File: config.mk
export PLATFORM = sky130hd
export DESIGN_NAME = regwrite_demux32
export DESIGN_NICKNAME = d
export VERILOG_FILES = /design/src/rtl/regwrite_demux32.sv
export SDC_FILE = /design/constraint.sdc
export NUM_CORES = 1
export LEC_CHECK = 0
export CAP_MARGIN = 20
export CORE_MARGIN = 4
export CORE_UTILIZATION = 50
export CTS_CLUSTER_DIAMETER = 200
export DETAILED_ROUTE_END_ITERATION = 8
export PLACE_DENSITY_LB_ADDON = 0.1
export REMOVE_ABC_BUFFERS = 1
export SLEW_MARGIN = 20
export SYNTH_ARGS = -nofsm -noshare
export SYNTH_HDL_FRONTEND = slang
export SYNTH_SLANG_ARGS = --single-unit
export TNS_END_PERCENT = 20
File: constraint.sdc
create_clock -name clock -period 8.7 [get_ports clock]
set_input_delay 1.74 -clock clock [delete_from_list [all_inputs] [get_ports clock]]
set_output_delay 1.74 -clock clock [all_outputs]
set_load 0.05 [all_outputs]
File: src/rtl/regwrite_demux32.sv
// Write-back distributor: 2-entry request buffer steering each write to one
// register via a registered one-hot enable, plus a pending-write scoreboard.
// Optional same-edge bypass when idle: define REGWRITE_BYPASS_EN.

module regwrite_demux32_cell #(
  parameter int IDX = 0
) (
  input  logic       clock,
  input  logic       resetn,
  input  logic       wr_en,
  input  logic [4:0] wr_addr,
  input  logic       rsv_en,
  input  logic [4:0] rsv_addr,
  output logic       we_bit,
  output logic       busy_bit
);
  localparam logic [4:0] ADDR = 5'(IDX);
  localparam logic       LIVE = (IDX != 0);  // r0 is hardwired: never written, never busy

  logic wr_hit, rsv_hit;
  assign wr_hit  = LIVE && wr_en && (wr_addr == ADDR);
  assign rsv_hit = LIVE && rsv_en && (rsv_addr == ADDR);

  always_ff @(posedge clock) begin
    if (!resetn) begin
      we_bit   <= 1'b0;
      busy_bit <= 1'b0;
    end else begin
      we_bit <= wr_hit;
      // a claim in the same cycle as the retiring write keeps the register busy
      if (rsv_hit)     busy_bit <= 1'b1;
      else if (wr_hit) busy_bit <= 1'b0;
    end
  end
endmodule

module regwrite_demux32 #(
  parameter int DEPTH = 2
) (
  input  logic        clock,
  input  logic        resetn,
  input  logic        in_valid,
  output logic        in_ready,
  input  logic [4:0]  in_addr,
  input  logic [31:0] in_data,
  input  logic        hold,
  input  logic        reserve_valid,
  input  logic [4:0]  reserve_addr,
  output logic [31:0] we,
  output logic [4:0]  waddr,
  output logic [31:0] wdata,
  output logic [31:0] busy,
  output logic [1:0]  count
);
  typedef struct packed {
    logic [4:0]  addr;
    logic [31:0] data;
  } wb_req_t;

  wb_req_t mem [DEPTH];
  wb_req_t in_req, wr_req;
  logic    head, tail;
  logic    push, pop, bypass, buf_push, wr_en;

  assign in_req   = '{addr: in_addr, data: in_data};
  assign in_ready = (count != 2'd2);
  assign push     = in_valid && in_ready;
  assign pop      = (count != 2'd0) && !hold;

`ifdef REGWRITE_BYPASS_EN
  assign bypass = push && (count == 2'd0) && !hold;
`else
  assign bypass = 1'b0;
`endif

  assign buf_push = push && !bypass;
  assign wr_en    = pop || bypass;
  assign wr_req   = pop ? mem[head] : in_req;

  always_ff @(posedge clock) begin
    if (!resetn) begin
      count <= 2'd0;
      head  <= 1'b0;
      tail  <= 1'b0;
      waddr <= 5'd0;
      wdata <= 32'd0;
    end else begin
      if (buf_push) begin
        mem[tail] <= in_req;
        tail      <= tail + 1'b1;
      end
      if (pop) head <= head + 1'b1;
      count <= count + 2'(buf_push) - 2'(pop);
      if (wr_en) begin
        waddr <= wr_req.addr;
        wdata <= wr_req.data;
      end
    end
  end

  for (genvar i = 0; i < 32; i++) begin : g_reg
    regwrite_demux32_cell #(.IDX(i)) u_cell (
      .clock    (clock),
      .resetn   (resetn),
      .wr_en    (wr_en),
      .wr_addr  (wr_req.addr),
      .rsv_en   (reserve_valid),
      .rsv_addr (reserve_addr),
      .we_bit   (we[i]),
      .busy_bit (busy[i])
    );
  end
endmodule

# Word-level counts from Yosys, hierarchy flattened

Memories as Yosys holds them, arrays and structs flattened. A register that Yosys moved wholly into a read port is not among the register bits.
Cells that the tools add are included.

Register bits after elaboration: 103
Bits in writable memories: 74
Bits of input ports: 47
Output and inout bits: 104
Word-level logic and storage cells: 300
Memories: 1

Memory list:

| memory | words | bits a word | rd ports | clocked after memory_dff | wr ports | RTL line | RTL |
|---|---|---|---|---|---|---|---|
| mem    | 2     | 37          | 1        | 1                        | 1        | 60       | `wb_req_t mem [DEPTH];` |

Add/sub/neg operators: 4
Eq/ne operators: 63
Mux-type cells: 68
Reduce and logical (&&, ||, !) cells: 97

Operators by type and width:

| kind                                                 | count |
|---|---|
| equality test 5 bit (second input constant)          | 32 |
| equality test 5 x 4 -> 1 bit (second input constant) | 16 |
| two-way mux 1 bit                                    | 67 |
| logical AND 1 bit                                    | 64 |
| nonzero test 2 bit                                   | 32 |
| equality test 5 x 3 -> 1 bit (second input constant) | 8 |
| two-way mux 37 bit                                   | 1 |
| equality test 5 x 2 -> 1 bit (second input constant) | 4 |
| equality test 5 x 1 -> 1 bit (second input constant) | 2 |
| adder 1 bit (second input constant)                  | 2 |
| adder 2 x 1 -> 2 bit                                 | 1 |
| inequality test 2 bit (second input constant)        | 1 |
| subtractor 2 x 1 -> 2 bit                            | 1 |
| zero test 1 bit                                      | 1 |

# Longest topological paths before layout

Gate-level depths: netlist of the first run.

Depth in word-level cells: 7
Mapped depth: 9
Mapped depth without buffers: 8

# Hierarchy

From an unflattened synthesis of the first run, not the netlist that was laid out.

Cells, all modules: 532
Area, all modules: 7110.6 µm²

By module, submodules not included:

| module                                       | instances | cells an instance | area an instance (µm²) | seq. area each (µm²) |
|---|---|---|---|---|
| regwrite_demux32                             | 1         | 242               | 4225.3                 | 3062.9 |
| regwrite_demux32_cell (g_reg[1].u_cell ...)  | 6         | 9                 | 95.1                   | 40.0 |
| regwrite_demux32_cell (g_reg[10].u_cell ...) | 4         | 9                 | 97.6                   | 40.0 |
| regwrite_demux32_cell (g_reg[11].u_cell ...) | 4         | 9                 | 87.6                   | 40.0 |
| regwrite_demux32_cell (g_reg[20].u_cell ...) | 3         | 9                 | 91.3                   | 40.0 |
| regwrite_demux32_cell (g_reg[12].u_cell ...) | 3         | 9                 | 90.1                   | 40.0 |
| regwrite_demux32_cell (g_reg[4].u_cell ...)  | 2         | 9                 | 100.1                  | 40.0 |
| regwrite_demux32_cell (g_reg[13].u_cell ...) | 2         | 9                 | 92.6                   | 40.0 |
| regwrite_demux32_cell (g_reg[23].u_cell ...) | 2         | 10                | 87.6                   | 40.0 |
| regwrite_demux32_cell (g_reg[15].u_cell)     | 1         | 11                | 103.8                  | 40.0 |
| regwrite_demux32_cell (g_reg[19].u_cell)     | 1         | 10                | 90.1                   | 40.0 |
| regwrite_demux32_cell (g_reg[16].u_cell)     | 1         | 11                | 86.3                   | 40.0 |
| regwrite_demux32_cell (g_reg[28].u_cell)     | 1         | 9                 | 86.3                   | 40.0 |
| regwrite_demux32_cell (g_reg[31].u_cell)     | 1         | 10                | 83.8                   | 40.0 |
| regwrite_demux32_cell (g_reg[0].u_cell)      | 1         | 3                 | 18.8                   | 0.0 |

# Least setup slack after synthesis of the first run

OpenSTA, ideal clock, no wires.

Kind: input to register
Start: input resetn
End: memory mem[0][0] (netlist bit), enable pin
Setup time: 431 ps
Data arrival time: 3896 ps
Required time: 8269 ps
Slack: 4373 ps
Stages: 4
Buffers on the path: 2
Cells stage by stage: buf_2 clkbuf_1 nand3_1 nor2_1

Word-level cells in the longest chain between the ends: 2

RTL lines:

| item                                    | RTL line | RTL |
|---|---|---|
| start, declared                         | 41       | `input logic resetn,` |
| two-way mux 1 bit                       | 81       | `if (!resetn) begin` |
| two-way mux 1 bit (implied by the code) | 89       | `mem[tail] <= in_req;` |
| end, declared                           | 60       |  |

Every way passes these cells.

# Final worst setup path of the first run

Start: input hold
End: register count[1]

Word-level cells in the longest chain between the ends: 3

RTL lines:

| item                      | RTL line | RTL |
|---|---|---|
| start, declared           | 46       | `input logic hold,` |
| zero test 1 bit           | 68       | `assign pop = (count != 2'd0) && !hold;` |
| logical AND 1 bit         | 68       |  |
| subtractor 2 x 1 -> 2 bit | 93       | `count <= count + 2'(buf_push) - 2'(pop);` |
| end signal, assigned      | 93       |  |
| end, declared             | 53       | `output logic [1:0] count` |

Every way passes these cells.
A chain may end at the register's enable or synchronous reset.

==> metrics.md, run 1 <==
| Metric | Value |
|---|---|
| Hold buffer count at CTS | `0` |
| Post-Route WL | `15.6 mm` |
| TritonCTS buffer count | `17` |
| Cell mode on critical path | `ha_1` |
| I/O pin count | `151` |
| DR vias/cell | `5.44` |
| Vias in the first global route | `4,664` |
| Max Fclk | `0.247 GHz` |
| Synthesized flop and latch total | `178` |
| Drt first pass iters | `5` |
| Final clock skew | `12.6 ps` |
| Hold Path End | `wdata[12]` |
| Core area | `14,100 µm²` |
| GRT Residual Overflow | `0` |
| Crit start category | `primary input` |
| DRC violations left | `0` |
| Worst skew pair latency | `440 ps` |
| Slowest-stage cell, CP | `inv_2` |
| Die H | `129 µm` |
| R2R Path End | `count[1]` |
| Rows | `43` |
| First-pass GRT wire length | `24.6 mm` |
| Post-synth EDFFs | `74` |
| # port buffers | `148` |
| Status | `finished, final reports clean` |
| CTS clk-pin slew, worst paths | `70 ps` |
| Post-synthesis async set-or-reset flop share | `0` |
| Largest net degree at the start of global routing | `42` |
| RePlAce Congestion | `0.829` |
| First-iteration detailed-routing DRC count | `278` |
| Die area | `16,600 µm²` |
| Critical-path cell list | `clkdlybuf4s50_1 > o21bai_4 > inv_2 > buf_4 > ha_1 > inv_1 > ha_1 > xor2_1 > nor2_1 > nor3_1` |
| Post-route cell area | `8970 µm²` |
| Post-synthesis average cell area | `11.9 µm²` |
| Hold path start | `wdata[12]` |
| Post-cts resize count | `0` |
| Crit path launch | `hold` |
| Static leakage | `2.86 nW` |
| Top Family by Delay on Critical Path | `buffers and inverters` |
| Placed Area | `8390 µm²` |
| TritonCTS clock tree | `done` |
| CTS Buffer Depth | `2` |
| Detailed Place HPWL | `10.8 mm` |
| Hold Crit Class | `reg2reg` |
| Setup Crit Path Kind | `in2reg` |
| Top FF cell, synth | `dfxtp_1` |
| RSZ-0062 raised after global routing | `false` |
| Crit path largest cell delay | `540 ps` |
| Initial antenna violation count | `1` |
| Final Net Count | `726` |
| Mapped cell area | `7300 µm²` |
| Share of layout cells above drive strength 1 | `0.110` |
| Synth Instances | `615` |
| Reg2reg start | `count[1]` |
| Final Util | `0.636` |
| Power, Total | `2.57 mW` |
| Worst Tran Pin Value | `1110 ps` |
| Yosys cell types | `48` |
| CTS Sinks | `178` |
| Part of the cycle the worst path needs | `0.466` |
| Placed Cells | `838` |
| Setup TNS | `0 ps` |
| CTS H-Tree Depth | `4` |
| Final worst slack | `4650 ps` |
| Crit path required time | `9050 ps` |
| R2R cell count | `9` |
| Total of max-cap violations | `0` |
| Die Width | `129 µm` |
| CP Max Fanout | `41` |
| Hold WS | `504 ps` |
| Finished Layout Cells | `870` |
| Vias | `4,730` |
| Worst Path Arrival | `4400 ps` |
| Initial core utilization | `0.518` |
| Final Hold Fails | `0` |
| Peak VDD IR | `212 µV` |
| Post-DR wirelength/cell | `18.0 µm` |
| Reg2reg setup slack | `5940 ps` |
| Hold Path Depth | `2` |
| Root Buffer | `clkbuf_16` |
| Final Max Slew Viols | `0` |
| Final setup fails | `0` |
| Rel. slew slack | `0.259` |
| Antenna Nets Post-Route | `0` |
| Setup Fix Bufs, Post-CTS | `0` |
| Antenna Cells | `0` |
| Ys Warns | `0` |
| Worst Path Buf+Inv | `4` |
| Setup crit end kind | `register` |
| P&R area growth vs syn | `22.9%` |
| Pwr dens | `287 nW/µm²` |
| Post-synthesis sequential area ratio | `0.590` |
| Fin crit period | `4050 ps` |
| Dpl ws | `4190 ps` |
| Total Routing Usage GR | `0.191` |
## cells by family (layout without fill, tap and decap cells)
logic type	Yosys count	count (layout)	share of synthesized area
and+or+nand+nor	153	153	0.126
muxes	38	38	0.0523
DFF	178	178	0.590
buffers and inverters	117	191	0.101
adders and majority gates	2	2	0.00343
AOI/OAI and AO/OA	124	124	0.125
other	1	2	0.000514
xor gates and xnor gates	2	2	0.00240
## worst reg2reg max path: stages (launching register included)
cell and delay [ps]:
dfxtp_1 380, o21bai_4 500, inv_2 430, buf_4 390
ha_1 330, inv_1 40, ha_1 180, xor2_1 150
and2_1 150, nor3_1 140
## flip-flops by register name (all words and copies together) (netlist names), named ones only
| signal | cells |
|---|---|
| mem | 74 |
| wdata | 32 |
| g.u_cell.busy_bit | 31 |
| g.u_cell.we_bit | 31 |
| waddr | 5 |
| count | 2 |
| head | 1 |
| tail | 1 |
## layout by cell type, fill, tap and decap left out, types with 2 or more instances in the layout
cell type / n
nand4_1: 6
nor4_2: 2
a311oi_1: 11
mux2i_1: 37
and4b_1: 3
inv_2: 2
clkbuf_16: 17
clkinv_4: 3
or3b_1: 5
a211oi_1: 65
nor2b_1: 3
inv_1: 2
or3_1: 2
nand3b_1: 8
o211ai_1: 6
a21oi_1: 26
nand2_1: 24
ha_1: 2
a211oi_2: 3
dfxtp_1: 103
nor3_1: 8
buf_4: 5
nand3_1: 10
clkinvlp_4: 3
a22oi_1: 8
and2_1: 10
clkdlybuf4s50_1: 148
nor2_4: 2
inv_6: 4
nor2_1: 41
edfxtp_1: 74
nor3_2: 21
conb_1: 2
## where the power goes
group	switching [mW]	internal [mW]
clock	0.335	0.402
sequential	0.0735	0.974
combinational	0.525	0.266
## per-layer routing
| metal | global-route usage | vias to the layer above | routed length (µm) |
|---|---|---|---|
| li1 | - | 2326 | - |
| met3 | 0.0689 | 14 | 1040 |
| met1 | 0.240 | 2241 | 6840 |
| met4 | 0.0556 | 2 | 144 |
| met5 | 0 | - | 13 |
| met2 | 0.313 | 147 | 7600 |
## worst max-delay path by stage
stage / to / slack [ps] / depth (start not counted)
4_1_cts: count[1] / 4640 / 10
5_1_grt: count[1] / 4440 / 10
3_3_place_gp: count[1] / 4260 / 10
3_5_place_dp: count[1] / 4190 / 10
2_1_floorplan: mem[0][0] / 4850 / 2
6_report: count[1] / 4650 / 10
## synth_stat cells (all sizes together), types with 2 or more instances
cell type | instances | area (µm²)
nand4 | 6 | 37.5
nand3b | 8 | 60.1
nor4bb | 2 | 20.0
nor2b | 3 | 18.8
or3 | 2 | 12.5
ha | 2 | 25.0
a21oi | 26 | 130
clkbuf | 29 | 111
a311oi | 11 | 96.3
buf | 84 | 614
nand2 | 24 | 90.1
dfxtp | 104 | 2080
o211ai | 6 | 45.0
edfxtp | 74 | 2220
nand3 | 11 | 60.1
nor4 | 3 | 31.3
nor2 | 43 | 161
or3b | 6 | 55.1
nor3 | 29 | 250
and4b | 3 | 30.0
a22oi | 8 | 60.1
mux2i | 37 | 370
a21o | 2 | 22.5
a211oi | 68 | 526
and2 | 10 | 62.6
inv | 3 | 11.3
## final cells by class
class | count | area [µm²]
flip-flops and latches | 178 | 4310
fillers | 1063 | 5130
clock inverters | 15 | 151
multi-input cells | 321 | 2280
repair buffers | 155 | 1570
inverters | 4 | 15.0
well taps | 180 | 225
clock buffers | 17 | 425
Note: power is estimated with default switching activity, not from simulation.
==> run 2: changes to the inputs <==
--- a/config.mk
+++ b/config.mk
@@ -7,7 +7,7 @@
 export LEC_CHECK = 0
 export CAP_MARGIN = 20
 export CORE_MARGIN = 4
-export CORE_UTILIZATION = 50
+export CORE_UTILIZATION = 46
 export CTS_CLUSTER_DIAMETER = 200
 export DETAILED_ROUTE_END_ITERATION = 8
 export PLACE_DENSITY_LB_ADDON = 0.1
==> constraint.sdc (replaced) <==
create_clock -name clock -period 3.6 [get_ports clock]
set_input_delay 0.72 -clock clock [delete_from_list [all_inputs] [get_ports clock]]
set_output_delay 0.72 -clock clock [all_outputs]
set_load 0.05 [all_outputs]
==> run 2 against run 1 <==
Effect of this change: clock skew decreased by 3.3 ps; via count increased by 0.49%; setup slack got worse by 3700 ps; utilization decreased by 4.6 points; first-iteration DRC count increased by 1.8%; routed wire length increased by 0.36%; clock power increased to 2.6 times the previous value; sequential share of layout area decreased by 0.56 points; critical path depth decreased by 8; register-to-register slack got worse by 4400 ps; non-clock buffer count increased by 5; sequential cell count unchanged.
==> metrics.md, run 2 (synthesis results as in run 1) <==
| Metric | Value |
|---|---|
| Hold buffer count at CTS | `0` |
| Crit path launch | `count[0]` |
| Setup Crit Path Kind | `reg2out` |
| Fin crit period | `2640 ps` |
| Peak VDD IR | `447 µV` |
| TritonCTS clock tree | `done` |
| P&R area growth vs syn | `24.3%` |
| CTS Buffer Depth | `2` |
| Reg2reg start | `count[1]` |
| Crit path largest cell delay | `840 ps` |
| TritonCTS buffer count | `17` |
| Drt first pass iters | `5` |
| Commonest non-fill, non-tap cell in the layout | `clkdlybuf4s50_1` |
| Die area | `17,900 µm²` |
| Slowest-stage cell, CP | `clkdlybuf4s50_1` |
| Die Width | `134 µm` |
| Static leakage | `2.91 nW` |
| Hold Crit Class | `reg2reg` |
| Setup TNS | `0 ps` |
| Final worst slack | `959 ps` |
| GRT Residual Overflow | `0` |
| Pwr dens | `702 nW/µm²` |
| Initial core utilization | `0.475` |
| Max Fclk | `0.379 GHz` |
| RePlAce Congestion | `0.825` |
| Post-Route WL | `15.7 mm` |
| Worst skew pair latency | `420 ps` |
| Vias | `4,753` |
| Post-cts resize count | `0` |
| Core area | `15,400 µm²` |
| Total Routing Usage GR | `0.180` |
| Most frequent cells in the layout | `clkdlybuf4s50_1, dfxtp_1, edfxtp_1` |
| Post-route cell area | `9070 µm²` |
| Top Family by Delay on Critical Path | `buffers and inverters` |
| Final Net Count | `731` |
| First-iteration detailed-routing DRC count | `283` |
| Antenna Cells | `0` |
| Top reg by flops | `mem` |
| Root Buffer | `clkbuf_16` |
| Placed Area | `8450 µm²` |
| First-pass GRT wire length | `25.6 mm` |
| I/O pin count | `151` |
| Status | `finished, final reports clean` |
| # port buffers | `148` |
| Share of layout cells above drive strength 1 | `0.109` |
| Final Max Slew Viols | `0` |
| CTS Sinks | `178` |
| Crit start category | `register` |
| Post-DR wirelength/cell | `17.3 µm` |
| Setup crit end kind | `output pin` |
| Largest register FFs | `74` |
| Detailed Place HPWL | `10.6 mm` |
| Largest net degree at the start of global routing | `76` |
| Crit path required time | `2880 ps` |
| RSZ-0062 raised after global routing | `false` |
| Final Hold Fails | `0` |
| Largest registers | `mem x74, wdata x32` |
| Hold path start | `wdata[1]` |
| Total of max-cap violations | `0` |
| Critical-path cell list | `nand2b_1 > clkdlybuf4s50_1` |
| Final clock skew | `9.38 ps` |
| Fill count | `1,294` |
| Worst Tran Pin Value | `967 ps` |
| CTS H-Tree Depth | `4` |
| Worst Path Arrival | `1920 ps` |
| Final setup fails | `0` |
| DRC violations left | `0` |
| Part of the cycle the worst path needs | `0.734` |
| Die H | `134 µm` |
| Setup Fix Bufs, Post-CTS | `0` |
| Rel. slew slack | `0.353` |
| CTS clk-pin slew, worst paths | `60 ps` |
| Initial antenna violation count | `1` |
| DR vias/cell | `5.25` |
| Vias in the first global route | `4,878` |
| Rows | `45` |
| CP Max Fanout | `5` |
| Worst Path Buf+Inv | `1` |
| Antenna Nets Post-Route | `0` |
| Dpl ws | `893 ps` |
## run 2: layout make-up
cell class                      count  area (µm²)  area share
Inverter                            4        15.0     0.00165
Timing Repair Buffer              160        1600       0.176
Clock buffer                       22         464      0.0512
Multi-Input combinational cell    321        2270       0.251
Tap cell                          211         264      0.0291
Sequential cell                   178        4310       0.474
Clock inverter                     10         156      0.0172
## run 2: worst register-to-register path: stages, from the launching register on
cell	delay [ps]
dfxtp_1	370
o21bai_4	480
inv_2	150
ha_1	300
inv_1	40
ha_1	180
xor2_1	150
and2_1	160
nor3_1	130
## run 2: layer usage
| metal | global-route usage | wire, µm | vias to the layer above |
|---|---|---|---|
| met4 | 0.0463 | 89 | 2 |
| li1 | - | - | 2332 |
| met3 | 0.0626 | 1160 | 8 |
| met2 | 0.293 | 7510 | 170 |
| met5 | 0 | 13 | - |
| met1 | 0.231 | 6920 | 2241 |
## run 2: power breakdown
group	total, mW	switching [mW]	internal (mW)
clock	1.93	0.735	1.20
combinational	1.93	1.29	0.644
sequential	2.51	0.153	2.35
## run 2: worst paths after layout
check	slack, ps	endpoint	cells past startpoint
setup / recovery	960	in_ready	2
hold reg to reg	500	wdata[1]	2
hold / removal	500	wdata[1]	2
setup reg to reg	1580	count[1]	8
## run 2: per-stage QoR
step / hold WS, ps / cells / power, mW / util
after global routing: 529 / 906 / 6.67 / 0.590
after detailed placement: 490 / 874 / 4.50 / 0.550
final: 499 / 906 / 6.37 / 0.590
after CTS: 499 / 906 / 6.43 / 0.590
after floorplan: 481 / 503 / 3.85 / -
after global placement: 488 / 874 / 4.46 / 0.550
